## src/rtl/elevator_pkg.sv

```systemverilog
// Shared types, encodings and helpers for the 4-floor elevator controller.
package elevator_pkg;

  localparam int unsigned NFLOORS = 4;
  localparam int unsigned FLOOR_W = $clog2(NFLOORS);
  localparam int unsigned AC_W    = 2;
  localparam int unsigned DISP_W  = 3;

  typedef logic [NFLOORS-1:0] floor_vec_t;

  typedef enum logic [1:0] {
    IDLE,
    MOVE_UP,
    MOVE_DOWN,
    DOOR_OPEN
  } state_t;

  localparam logic [AC_W-1:0] AC_STOP = 2'b00;
  localparam logic [AC_W-1:0] AC_UP   = 2'b01;
  localparam logic [AC_W-1:0] AC_DOWN = 2'b10;

  // Index of the lowest set bit; dflt when no bit is set.
  function automatic logic [FLOOR_W-1:0] lowest_idx(input floor_vec_t v,
                                                    input logic [FLOOR_W-1:0] dflt);
    lowest_idx = dflt;
    for (int i = NFLOORS - 1; i >= 0; i--) begin
      if (v[i]) lowest_idx = FLOOR_W'(i);
    end
  endfunction

endpackage

```

## src/rtl/elevator_if.sv

```systemverilog
// Button/sensor inputs and motor/display/door outputs of the elevator controller.
interface elevator_if;
  import elevator_pkg::*;

  floor_vec_t        F;
  floor_vec_t        S;
  floor_vec_t        D;
  floor_vec_t        U;
  logic [AC_W-1:0]   AC;
  logic [DISP_W-1:0] DISP;
  logic              open;

  modport master (output F, S, D, U, input AC, DISP, open);
  modport slave  (input F, S, D, U, output AC, DISP, open);

endinterface

```

## src/rtl/elevator_req_latch.sv

```systemverilog
// Pending-request register with per-floor clear and above/below/at-position reductions.
module elevator_req_latch
  import elevator_pkg::*;
(
  input  logic               clk,
  input  logic               reset,
  input  floor_vec_t         f,
  input  floor_vec_t         u,
  input  floor_vec_t         d,
  input  floor_vec_t         clr,
  input  logic [FLOOR_W-1:0] pos,
  output floor_vec_t         req,
  output logic               at_cur_c,
  output logic               above_c,
  output logic               below_c
);

  localparam floor_vec_t BOT_BIT = floor_vec_t'(1);
  localparam floor_vec_t TOP_BIT = floor_vec_t'(1) << (NFLOORS - 1);

  // No up call exists at the top floor and no down call at the bottom.
  floor_vec_t calls_c;
  assign calls_c = f | (u & ~TOP_BIT) | (d & ~BOT_BIT);

  always_ff @(posedge clk or posedge reset) begin
    if (reset) req <= '0;
    else       req <= (req | calls_c) & ~clr;
  end

  always_comb begin
    above_c  = 1'b0;
    below_c  = 1'b0;
    at_cur_c = req[pos];
    for (int i = 0; i < NFLOORS; i++) begin
      if (FLOOR_W'(i) > pos) above_c = above_c | req[i];
      if (FLOOR_W'(i) < pos) below_c = below_c | req[i];
    end
  end

endmodule

```

## src/rtl/elevator_ctrl.sv

```systemverilog
// Single-car SCAN elevator controller: position tracking, motion FSM and door timer.
// Define ELEV_REVERSE_PAUSE_EN to insert one stopped IDLE cycle on every direction reversal.
module elevator_ctrl
  import elevator_pkg::*;
#(
  parameter int unsigned DOOR_CYCLES = 3
)
(
  input logic       clk,
  input logic       reset,
  elevator_if.slave bus
);

  localparam int unsigned CNT_W = (DOOR_CYCLES > 1) ? $clog2(DOOR_CYCLES) : 1;
  localparam logic [CNT_W-1:0] CNT_LOAD = CNT_W'(DOOR_CYCLES - 1);

  state_t             state_q, state_d;
  logic               dir_q, dir_d;        // 1 = up
  logic [FLOOR_W-1:0] cur_q, pos_c;
  logic [CNT_W-1:0]   cnt_q, cnt_d;
  logic [AC_W-1:0]    ac_q, ac_d;
  logic [DISP_W-1:0]  disp_q;
  logic               open_q, open_d;
  floor_vec_t         req, clr_c;
  logic               at_cur_c, above_c, below_c;

  // Sensors win over the stored position; a dark sensor bank holds the last floor.
  assign pos_c = lowest_idx(bus.S, cur_q);
  assign clr_c = (state_d == DOOR_OPEN) ? (floor_vec_t'(1) << pos_c) : '0;

  elevator_req_latch u_req (
    .clk      (clk),
    .reset    (reset),
    .f        (bus.F),
    .u        (bus.U),
    .d        (bus.D),
    .clr      (clr_c),
    .pos      (pos_c),
    .req      (req),
    .at_cur_c (at_cur_c),
    .above_c  (above_c),
    .below_c  (below_c)
  );

  always_ff @(posedge clk or posedge reset) begin
    if (reset) begin
      state_q <= IDLE;
      dir_q   <= 1'b1;
      cur_q   <= '0;
      cnt_q   <= '0;
      ac_q    <= AC_STOP;
      disp_q  <= DISP_W'(1);
      open_q  <= 1'b0;
    end else begin
      state_q <= state_d;
      dir_q   <= dir_d;
      cur_q   <= pos_c;
      cnt_q   <= cnt_d;
      ac_q    <= ac_d;
      disp_q  <= DISP_W'(pos_c) + DISP_W'(1);
      open_q  <= open_d;
    end
  end

  always_comb begin
    state_d = state_q;
    dir_d   = dir_q;
    cnt_d   = cnt_q;
    ac_d    = AC_STOP;
    open_d  = 1'b0;
    unique case (state_q)
      IDLE: begin
        if (at_cur_c) begin
          state_d = DOOR_OPEN;
          cnt_d   = CNT_LOAD;
        end else if (above_c && (dir_q || !below_c)) begin
`ifdef ELEV_REVERSE_PAUSE_EN
          if (!dir_q) dir_d   = 1'b1;
          else        state_d = MOVE_UP;
`else
          state_d = MOVE_UP;
          dir_d   = 1'b1;
`endif
        end else if (below_c) begin
`ifdef ELEV_REVERSE_PAUSE_EN
          if (dir_q) dir_d   = 1'b0;
          else       state_d = MOVE_DOWN;
`else
          state_d = MOVE_DOWN;
          dir_d   = 1'b0;
`endif
        end
      end
      MOVE_UP: begin
        if (at_cur_c) begin
          state_d = DOOR_OPEN;
          cnt_d   = CNT_LOAD;
        end else if (!above_c) begin
          state_d = IDLE;
        end
      end
      MOVE_DOWN: begin
        if (at_cur_c) begin
          state_d = DOOR_OPEN;
          cnt_d   = CNT_LOAD;
        end else if (!below_c) begin
          state_d = IDLE;
        end
      end
      DOOR_OPEN: begin
        if (cnt_q == '0) state_d = IDLE;
        else             cnt_d   = cnt_q - CNT_W'(1);
      end
      default: state_d = IDLE;
    endcase
    // Outputs decode the next state so they register alongside it.
    if (state_d == MOVE_UP)        ac_d = AC_UP;
    else if (state_d == MOVE_DOWN) ac_d = AC_DOWN;
    open_d = (state_d == DOOR_OPEN);
  end

  assign bus.AC   = ac_q;
  assign bus.DISP = disp_q;
  assign bus.open = open_q;

endmodule

```

## src/flat_wrapper.sv

```systemverilog
// flat-port wrapper written by rule: the top's interface ports become plain ports
module elevator_ctrl_flat import elevator_pkg::*;
#(
  parameter int unsigned DOOR_CYCLES = 3
)
  (clk, reset, bus_F, bus_S, bus_D, bus_U, bus_AC, bus_DISP, bus_open);
  elevator_if bus_i ();
  input logic clk;
  input logic reset;
  input wire logic [$bits(bus_i.F)-1:0] bus_F;
  input wire logic [$bits(bus_i.S)-1:0] bus_S;
  input wire logic [$bits(bus_i.D)-1:0] bus_D;
  input wire logic [$bits(bus_i.U)-1:0] bus_U;
  output wire logic [$bits(bus_i.AC)-1:0] bus_AC;
  output wire logic [$bits(bus_i.DISP)-1:0] bus_DISP;
  output wire logic [$bits(bus_i.open)-1:0] bus_open;
  assign bus_i.F = bus_F;
  assign bus_i.S = bus_S;
  assign bus_i.D = bus_D;
  assign bus_i.U = bus_U;
  assign bus_AC = bus_i.AC;
  assign bus_DISP = bus_i.DISP;
  assign bus_open = bus_i.open;
  elevator_ctrl #(.DOOR_CYCLES(DOOR_CYCLES)) u_core (.clk(clk), .reset(reset), .bus(bus_i));
endmodule
```

## config.mk

```make
export PLATFORM = sky130hd
export DESIGN_NAME = elevator_ctrl_flat
export DESIGN_NICKNAME = d
export VERILOG_FILES = /design/src/rtl/elevator_pkg.sv /design/src/rtl/elevator_if.sv /design/src/rtl/elevator_req_latch.sv /design/src/rtl/elevator_ctrl.sv /design/src/flat_wrapper.sv
export SDC_FILE = /design/constraint.sdc
export NUM_CORES = 1
export LEC_CHECK = 0
export BUFFER_PORTS_ARGS = -buffer_cell sky130_fd_sc_hd__buf_4
export CAP_MARGIN = 20
export CORE_MARGIN = 5
export CORE_UTILIZATION = 35
export CTS_BUF_LIST = sky130_fd_sc_hd__clkbuf_8
export DETAILED_ROUTE_END_ITERATION = 12
export PLACE_DENSITY = 0.57
export SYNTH_ARGS = -nofsm -noshare
export SYNTH_HDL_FRONTEND = slang
export SYNTH_SLANG_ARGS = --single-unit
export TNS_END_PERCENT = 30
```

## constraint.sdc

```tcl
create_clock -name clk -period 5.4 [get_ports clk]
set_clock_uncertainty 0.2 [all_clocks]
set_input_delay 0 -clock clk [delete_from_list [all_inputs] [get_ports clk]]
set_output_delay 0 -clock clk [all_outputs]
set_load 0.01 [all_outputs]
```

==> impl_results.md, run 1 <==
* Met2 WL at 1.15 mm
* Hold Crit Start: bus_S[2]
* Chip width at 62.8 µm
* Vias in the first global route at 829
* Async set-reset flop share out of synthesis at 100%
* Status: finished clean
* Largest net degree at the start of global routing at 18
* Period utilization at 57.3%
* Synth cell types at 39
* Post-Synthesis Cell Area at 975 µm²
* Area Overhead vs Synth at 38.3%
* Grt ovf at 0
* TritonRoute pass-1 iters at 4
* Number of synthesized flops with an enable pin at 0
* Vias at 808
* Leak pwr at 0.000613 µW
* DR iter-0 viols at 21
* HPWL Detailed at 1.61 mm
* Antenna cells at 0
* Final Instance Area at 1350 µm²
* Post-Synth XOR/XNOR Area at 0%
* Max_slew headroom at 56.6%
* First-pass GRT wire length at 3.88 mm
* Clock slew at reported path FFs at 0.07 ns
* Commonest non-fill, non-tap cell in the layout: buf_4
* Power, Total at 492 µW
* CTS Root Buffer Type: clkbuf_8
* Die Y at 62.8 µm
* Syn_nets at 116
* Max-cap violations at 0
* Latest clock arrival within the worst-skew pair at 0.25 ns
* Mux contribution to synthesized area at 1.03%
* Post-layout nets at 155
* Share of cells above drive strength 1 at 30.2%
* Final core occ at 49.7%
* Placeable Area at 2710 µm²
* DP Area at 1170 µm²
* Required @ worst endpoint at 5.34 ns
* Syn Area/Cell at 10.7 µm²
* Main combinational cell family by area after synthesis: compound AO/OA/AOI/OAI gates
* # Post-CTS Setup Buffers at 0
* Initial antenna violation count at 0
* WS Path Type: input port to flip-flop
* Via/cell ratio at 5.05
* Met1 WL at 882 µm
* Final TNS setup at 0 ns
* Worst EP arrival at 3.03 ns
* Met3 WL at 78 µm
* Clock Sinks at 17
* Ys flop type: dfrtp_1
* Avg WL per Cell at 13.3 µm
* Post-synthesis sequential area ratio at 43.9%
* Synthesized flop and latch total at 17
* Die area at 3940 µm²
* Ys Warns at 0
* Top Layer Used: met4
* Synthesized netlist cell count at 91
* Clock buffer depth at 2
* Most frequent cells in the layout: 21 x buf_4, 15 x dfrtp_1, 13 x dlygate4sd3_1
* H-tree depth at 1
* GRT Resource Usage Total at 12.4%
* Post-Route WL at 2.13 mm
* I/O pins at 24
* Worst-path fanout max at 5
* Hold path endpoint: u_core.bus.DISP[2]$_DFF_PP0_
* Fmax at 323 MHz
* CTS tree: yes
* Hold Fails Final Rpt at 0
* Post-synthesis compound-gate area fraction at 25.5%
* RR Endpoint: u_core.bus.AC[1]$_DFF_PP0_
* Hold Path Stages at 3
* Rows at 19
* Drt drc at 0
* Worst reg-to-reg setup slack at 2.41 ns
* Least-Margin Pin Slew at 0.650 ns
* Final Max Tran Viols at 0
* Final setup fails at 0
* Starting Density at 36.0%
* Post-Synth Adder-Cell Area at 8.99%
* R2R cell count at 10
* Unrepaired setup endpoints after global routing: no
* Port buffer count at 21
* Num CTS Buffers at 3
* Hold crit path type: input port to flip-flop
* Setup crit start kind: input port
* ANT nets after route at 0
* Max VDD drop at 252 µV
* Simple-gate share of the synthesized area at 16.3%
* GPL Wtd Cong at 0.745
* CP endpoint kind: flip-flop
* Power Density at 365 nW/µm²
* Reg-to-reg startpoint: u_core.cur_q[0]$_DFF_PP0_
* Min Tclk post-route at 3.10 ns
## repair_timing
item	CTS	global route
resized for setup	0	0
hold endpoints to repair	22	0
hold buffers	13	0
## power by group
part	total, µW	switching (µW)	leakage (µW)	internal [µW]
Clock	96.0	44.8	0.0000255	51.2
Sequential	194	29.3	0.000192	164
Combinational	202	103	0.000395	99.2
Total	492	177	0.000613	315
## kinds of logic (layout without fill, tap and decap cells)
logic type | after synthesis | count (layout)
DFF | 17 | 17
AOI/OAI and AO/OA | 28 | 28
and+or+nand+nor | 27 | 27
muxes | 1 | 1
adders and majority gates | 7 | 7
buffers and inverters | 11 | 49
## critical path, stage by stage
cell and delay, ns:
dlygate4sd3_1 0.54, buf_4 0.15, o31ai_4 0.37, dlygate4sd3_1 0.64, inv_1 0.12, ha_1 0.22, nand2b_1 0.15, o311ai_0 0.16
a32o_1 0.24, o21ai_1 0.09, a222oi_1 0.35
## area by class of cell
type                    instances  area [µm²]
fillers                       251        1360
multi-input cells              63         505
flip-flops and latches         17         428
repair buffers                 34         288
clock buffers                   3        41.3
inverters                      11        41.3
well taps                      31        38.8
clock inverters                 1        5.00
## through the flow
stage               setup WS (ns)  cells  hold WS, ns
floorplan                    3.21     91       -0.275
global placement             2.93    143      -0.0623
detailed placement           2.94    143      -0.0576
CTS                          2.31    160       0.0542
global route                 2.15    160       0.0740
finish                       2.30    160       0.0521
## synthesized netlist by cell type, types with 2 or more instances
| cell type | instances | area share (%) |
|---|---|---|
| a211oi_4 | 2 | 4.1 |
| nand2_1 | 4 | 1.5 |
| ha_1 | 7 | 9.0 |
| a222oi_1 | 2 | 2.1 |
| nor3_1 | 2 | 1.0 |
| inv_1 | 10 | 3.9 |
| o31ai_2 | 2 | 2.6 |
| nand2b_1 | 2 | 1.3 |
| a21oi_1 | 6 | 3.1 |
| nor2_1 | 6 | 2.3 |
| or3_1 | 3 | 1.9 |
| dfrtp_1 | 15 | 39 |
| nor4_1 | 2 | 1.3 |
| dfstp_2 | 2 | 5.4 |
| o21ai_0 | 2 | 1.0 |
## metal layers
layer / vias to the layer above / track usage [%]
met4: 0 / 3.18
met2: 12 / 21.6
met1: 385 / 14.5
met5: - / 0
met3: 5 / 3.96
li1: 406 / -
## how the worst max path moves through the flow
stage,from,endpoint,slack (ns),cells after the start
after global placement,u_core.cur_q[0]$_DFF_PP0_,u_core.bus.AC[1]$_DFF_PP0_,2.93,9
after floorplan,u_core.cur_q[0]$_DFF_PP0_,u_core.bus.AC[1]$_DFF_PP0_,3.21,9
after CTS,bus_S[0],u_core.bus.AC[1]$_DFF_PP0_,2.31,11
final,bus_S[0],u_core.bus.AC[1]$_DFF_PP0_,2.30,11
after global routing,bus_S[0],u_core.bus.AC[1]$_DFF_PP0_,2.15,10
after detailed placement,u_core.cur_q[0]$_DFF_PP0_,u_core.bus.AC[1]$_DFF_PP0_,2.94,9
## state kept, by name, indices dropped and copies added, names as in the netlist
name and cells:
u_core.bus.open 1, u_core.cur_q 2, u_core.bus.DISP 3, u_core.dir_q 1, u_core.cnt_q 2, u_core.state_q 2
u_core.bus.AC 2, u_core.u_req.req 4
No activity file was read; power rests on OpenSTA's default activity.
==> run 2, diff against run 1 <==
--- a/config.mk
+++ b/config.mk
@@ -11,7 +11,7 @@
 export CORE_UTILIZATION = 35
 export CTS_BUF_LIST = sky130_fd_sc_hd__clkbuf_8
 export DETAILED_ROUTE_END_ITERATION = 12
-export PLACE_DENSITY = 0.57
+export PLACE_DENSITY = 0.59
 export SYNTH_ARGS = -nofsm -noshare
 export SYNTH_HDL_FRONTEND = slang
 export SYNTH_SLANG_ARGS = --single-unit
==> constraint.sdc (replaced) <==
create_clock -name clk -period 2.8 [get_ports clk]
set_clock_uncertainty 0.2 [all_clocks]
set_input_delay 0 -clock clk [delete_from_list [all_inputs] [get_ports clk]]
set_output_delay 0 -clock clk [all_outputs]
set_load 0.01 [all_outputs]
==> run 2 against run 1 <==
  * Cell area rose by 1.2%
  * Hold slack got worse by 0.028 ns
  * Cell count rose by 1.3%
  * Via count rose by 2.2%
  * Highest routed layer unchanged
==> impl_results.md, run 2 (synthesis gave the netlist of run 1 again) <==
* Grt ovf at 0 (unchanged)
* Period utilization at 90.8%
* ANT nets after route at 0 (unchanged)
* TritonRoute pass-1 iters at 4 (unchanged)
* GRT Resource Usage Total at 11.7% (-0.67 points)
* Chip width at 62.8 µm (unchanged)
* Area Overhead vs Synth at 39.9%
* Final Max Tran Viols at 0 (unchanged)
* CTS resizes at 0 (unchanged)
* GPL Wtd Cong at 0.765 (+2.7%)
* Share of cells above drive strength 1 at 29.8% (-0.46 points)
* Vias in the first global route at 880 (+6.2%)
* Fmax at 393 MHz
* First-pass GRT wire length at 3.87 mm (-0.36%)
* Hold Buf Count CTS at 14 (+1)
* Least-Margin Pin Slew at 0.635 ns (-0.0150 ns)
* Crit path buf inv count at 3 (-1)
* Vias at 826 (+2.2%)
* Worst EP arrival at 2.48 ns (-0.55 ns)
* Max_slew headroom at 57.6% (+1.0 points)
* Delay-heaviest family, CP: compound AO/OA/AOI/OAI gates
* Setup crit start kind: input port
* Hold Fails Final Rpt at 0 (unchanged)
* Most frequent cells in the layout: 22 x buf_4, 15 x dfrtp_1, 14 x dlygate4sd3_1
* Leak pwr at 0.000623 µW (+1.7%)
* Starting Density at 36.0% (unchanged)
* Largest Register: u_core.u_req.req
* Final core occ at 50.3% (+0.60 points)
* CTS Root Buffer Type: clkbuf_8
* Largest net degree at the start of global routing at 18 (unchanged)
* Max-cap violations at 0 (unchanged)
* Placeable Area at 2710 µm² (unchanged)
* WS Path Type: input port to flip-flop
* # Post-CTS Setup Buffers at 0 (unchanged)
* H-tree depth at 1 (unchanged)
* Via/cell ratio at 5.10 (+0.97%)
* Crit path cell chain: dlygate4sd3_1 > buf_4 > or2_4 > nor2_4 > inv_2 > ha_1 > nand2b_1 > o311ai_0 > a32o_1 > o21ai_1 > a222oi_1
* Stages on worst setup path at 11 (unchanged)
* Hold crit path type: input port to flip-flop
* R2R cell count at 8 (-2)
* Final setup fails at 0 (unchanged)
* DR iter-0 viols at 14 (-33%)
* Unrepaired setup endpoints after global routing: no
* Initial antenna violation count at 0 (unchanged)
* I/O pins at 24 (unchanged)
* Max reg flops at 4 (unchanged)
* Rows at 19 (unchanged)
* CP max-delay cell: dlygate4sd3_1
* Status: finished clean
* Final hold slack at 0.0236 ns (-0.0284 ns)
* Hold Path Stages at 4 (+1)
* Latest clock arrival within the worst-skew pair at 0.25 ns (about the same)
* Power, Total at 954 µW (+94%)
* Die Y at 62.8 µm (unchanged)
* Port buffer count at 21 (unchanged)
* Required @ worst endpoint at 2.74 ns (-2.60 ns)
* Post-Route WL at 2.09 mm (-1.9%)
* CTS tree: yes
* Final TNS setup at 0 ns (unchanged)
* HPWL Detailed at 1.62 mm (+0.27%)
* Commonest non-fill, non-tap cell in the layout: buf_4
* Min Tclk post-route at 2.54 ns
* Antenna cells at 0 (unchanged)
* Clock buffer depth at 2 (unchanged)
* Die area at 3940 µm² (unchanged)
* Max VDD drop at 427 µV (+70%)
* Worst-path fanout max at 6 (+1)
* Clock slew at reported path FFs at 0.06 ns (about the same)
* CP endpoint kind: flip-flop
* Post-layout nets at 157 (+1.3%)
* Max incr delay on CP at 0.53 ns (-0.11 ns)
* Power Density at 699 nW/µm² (+92%)
* Avg WL per Cell at 12.9 µm (-3.1%)
* Drt drc at 0 (unchanged)
* Clock Sinks at 17 (unchanged)
* Num CTS Buffers at 3 (unchanged)
==> run 2: final timing paths <==
| check | slack (ns) | endpoint | from |
|---|---|---|---|
| max | 0.26 | u_core.bus.AC[1]$_DFF_PP0_ | bus_S[1] |
| min | 0.02 | u_core.bus.DISP[0]$_DFF_PP1_ | bus_S[3] |
| max reg2reg | 0.49 | u_core.bus.AC[0]$_DFF_PP0_ | u_core.cur_q[1]$_DFF_PP0_ |
| min reg2reg | 0.28 | u_core.cnt_q[0]$_DFFE_PP0P_ | u_core.cnt_q[0]$_DFFE_PP0P_ |
| max in group asynchronous | 1.80 | u_core.bus.AC[1]$_DFF_PP0_ | reset |
| min in group asynchronous | 0.19 | u_core.u_req.req[3]$_DFF_PP0_ | reset |
==> run 2: cell type report <==
cell class	count	area [µm²]
clock buffer	3	41.3
clock inverter	1	3.75
fill	248	1350
inverter	11	41.3
multi-input combinational	63	505
sequential	17	428
tap	31	38.8
timing repair buffer	36	305
==> run 2: worst min-delay path, delay by kind of cell <==
kind                   cells  cell delay, ns
buffers and inverters      2            0.21
AOI/OAI and AO/OA          1            0.18
and+or+nand+nor            1            0.06
==> run 2: metal layers <==
layer / GRT usage, % / up-vias / wire, µm
met5: 0 / - / 0
met4: 2.39 / 0 / 11
met3: 3.60 / 2 / 74
met2: 20.1 / 14 / 1040
met1: 14.4 / 401 / 960
li1: - / 409 / -
==> run 2: report_power, final <==
group          switching (µW)  total [µW]  internal [µW]
Sequential               57.9         375            317
Combinational             203         397            194
Clock                    84.1         181           97.4
==> run 2: through the flow <==
step                      worst slack, ns  cell area, µm²  cells
after global placement              0.538            1180    144
after detailed placement            0.517            1180    144
after global routing               0.0344            1360    162
after CTS                           0.270            1360    162
final                               0.257            1360    162
after floorplan                     0.615             975     91
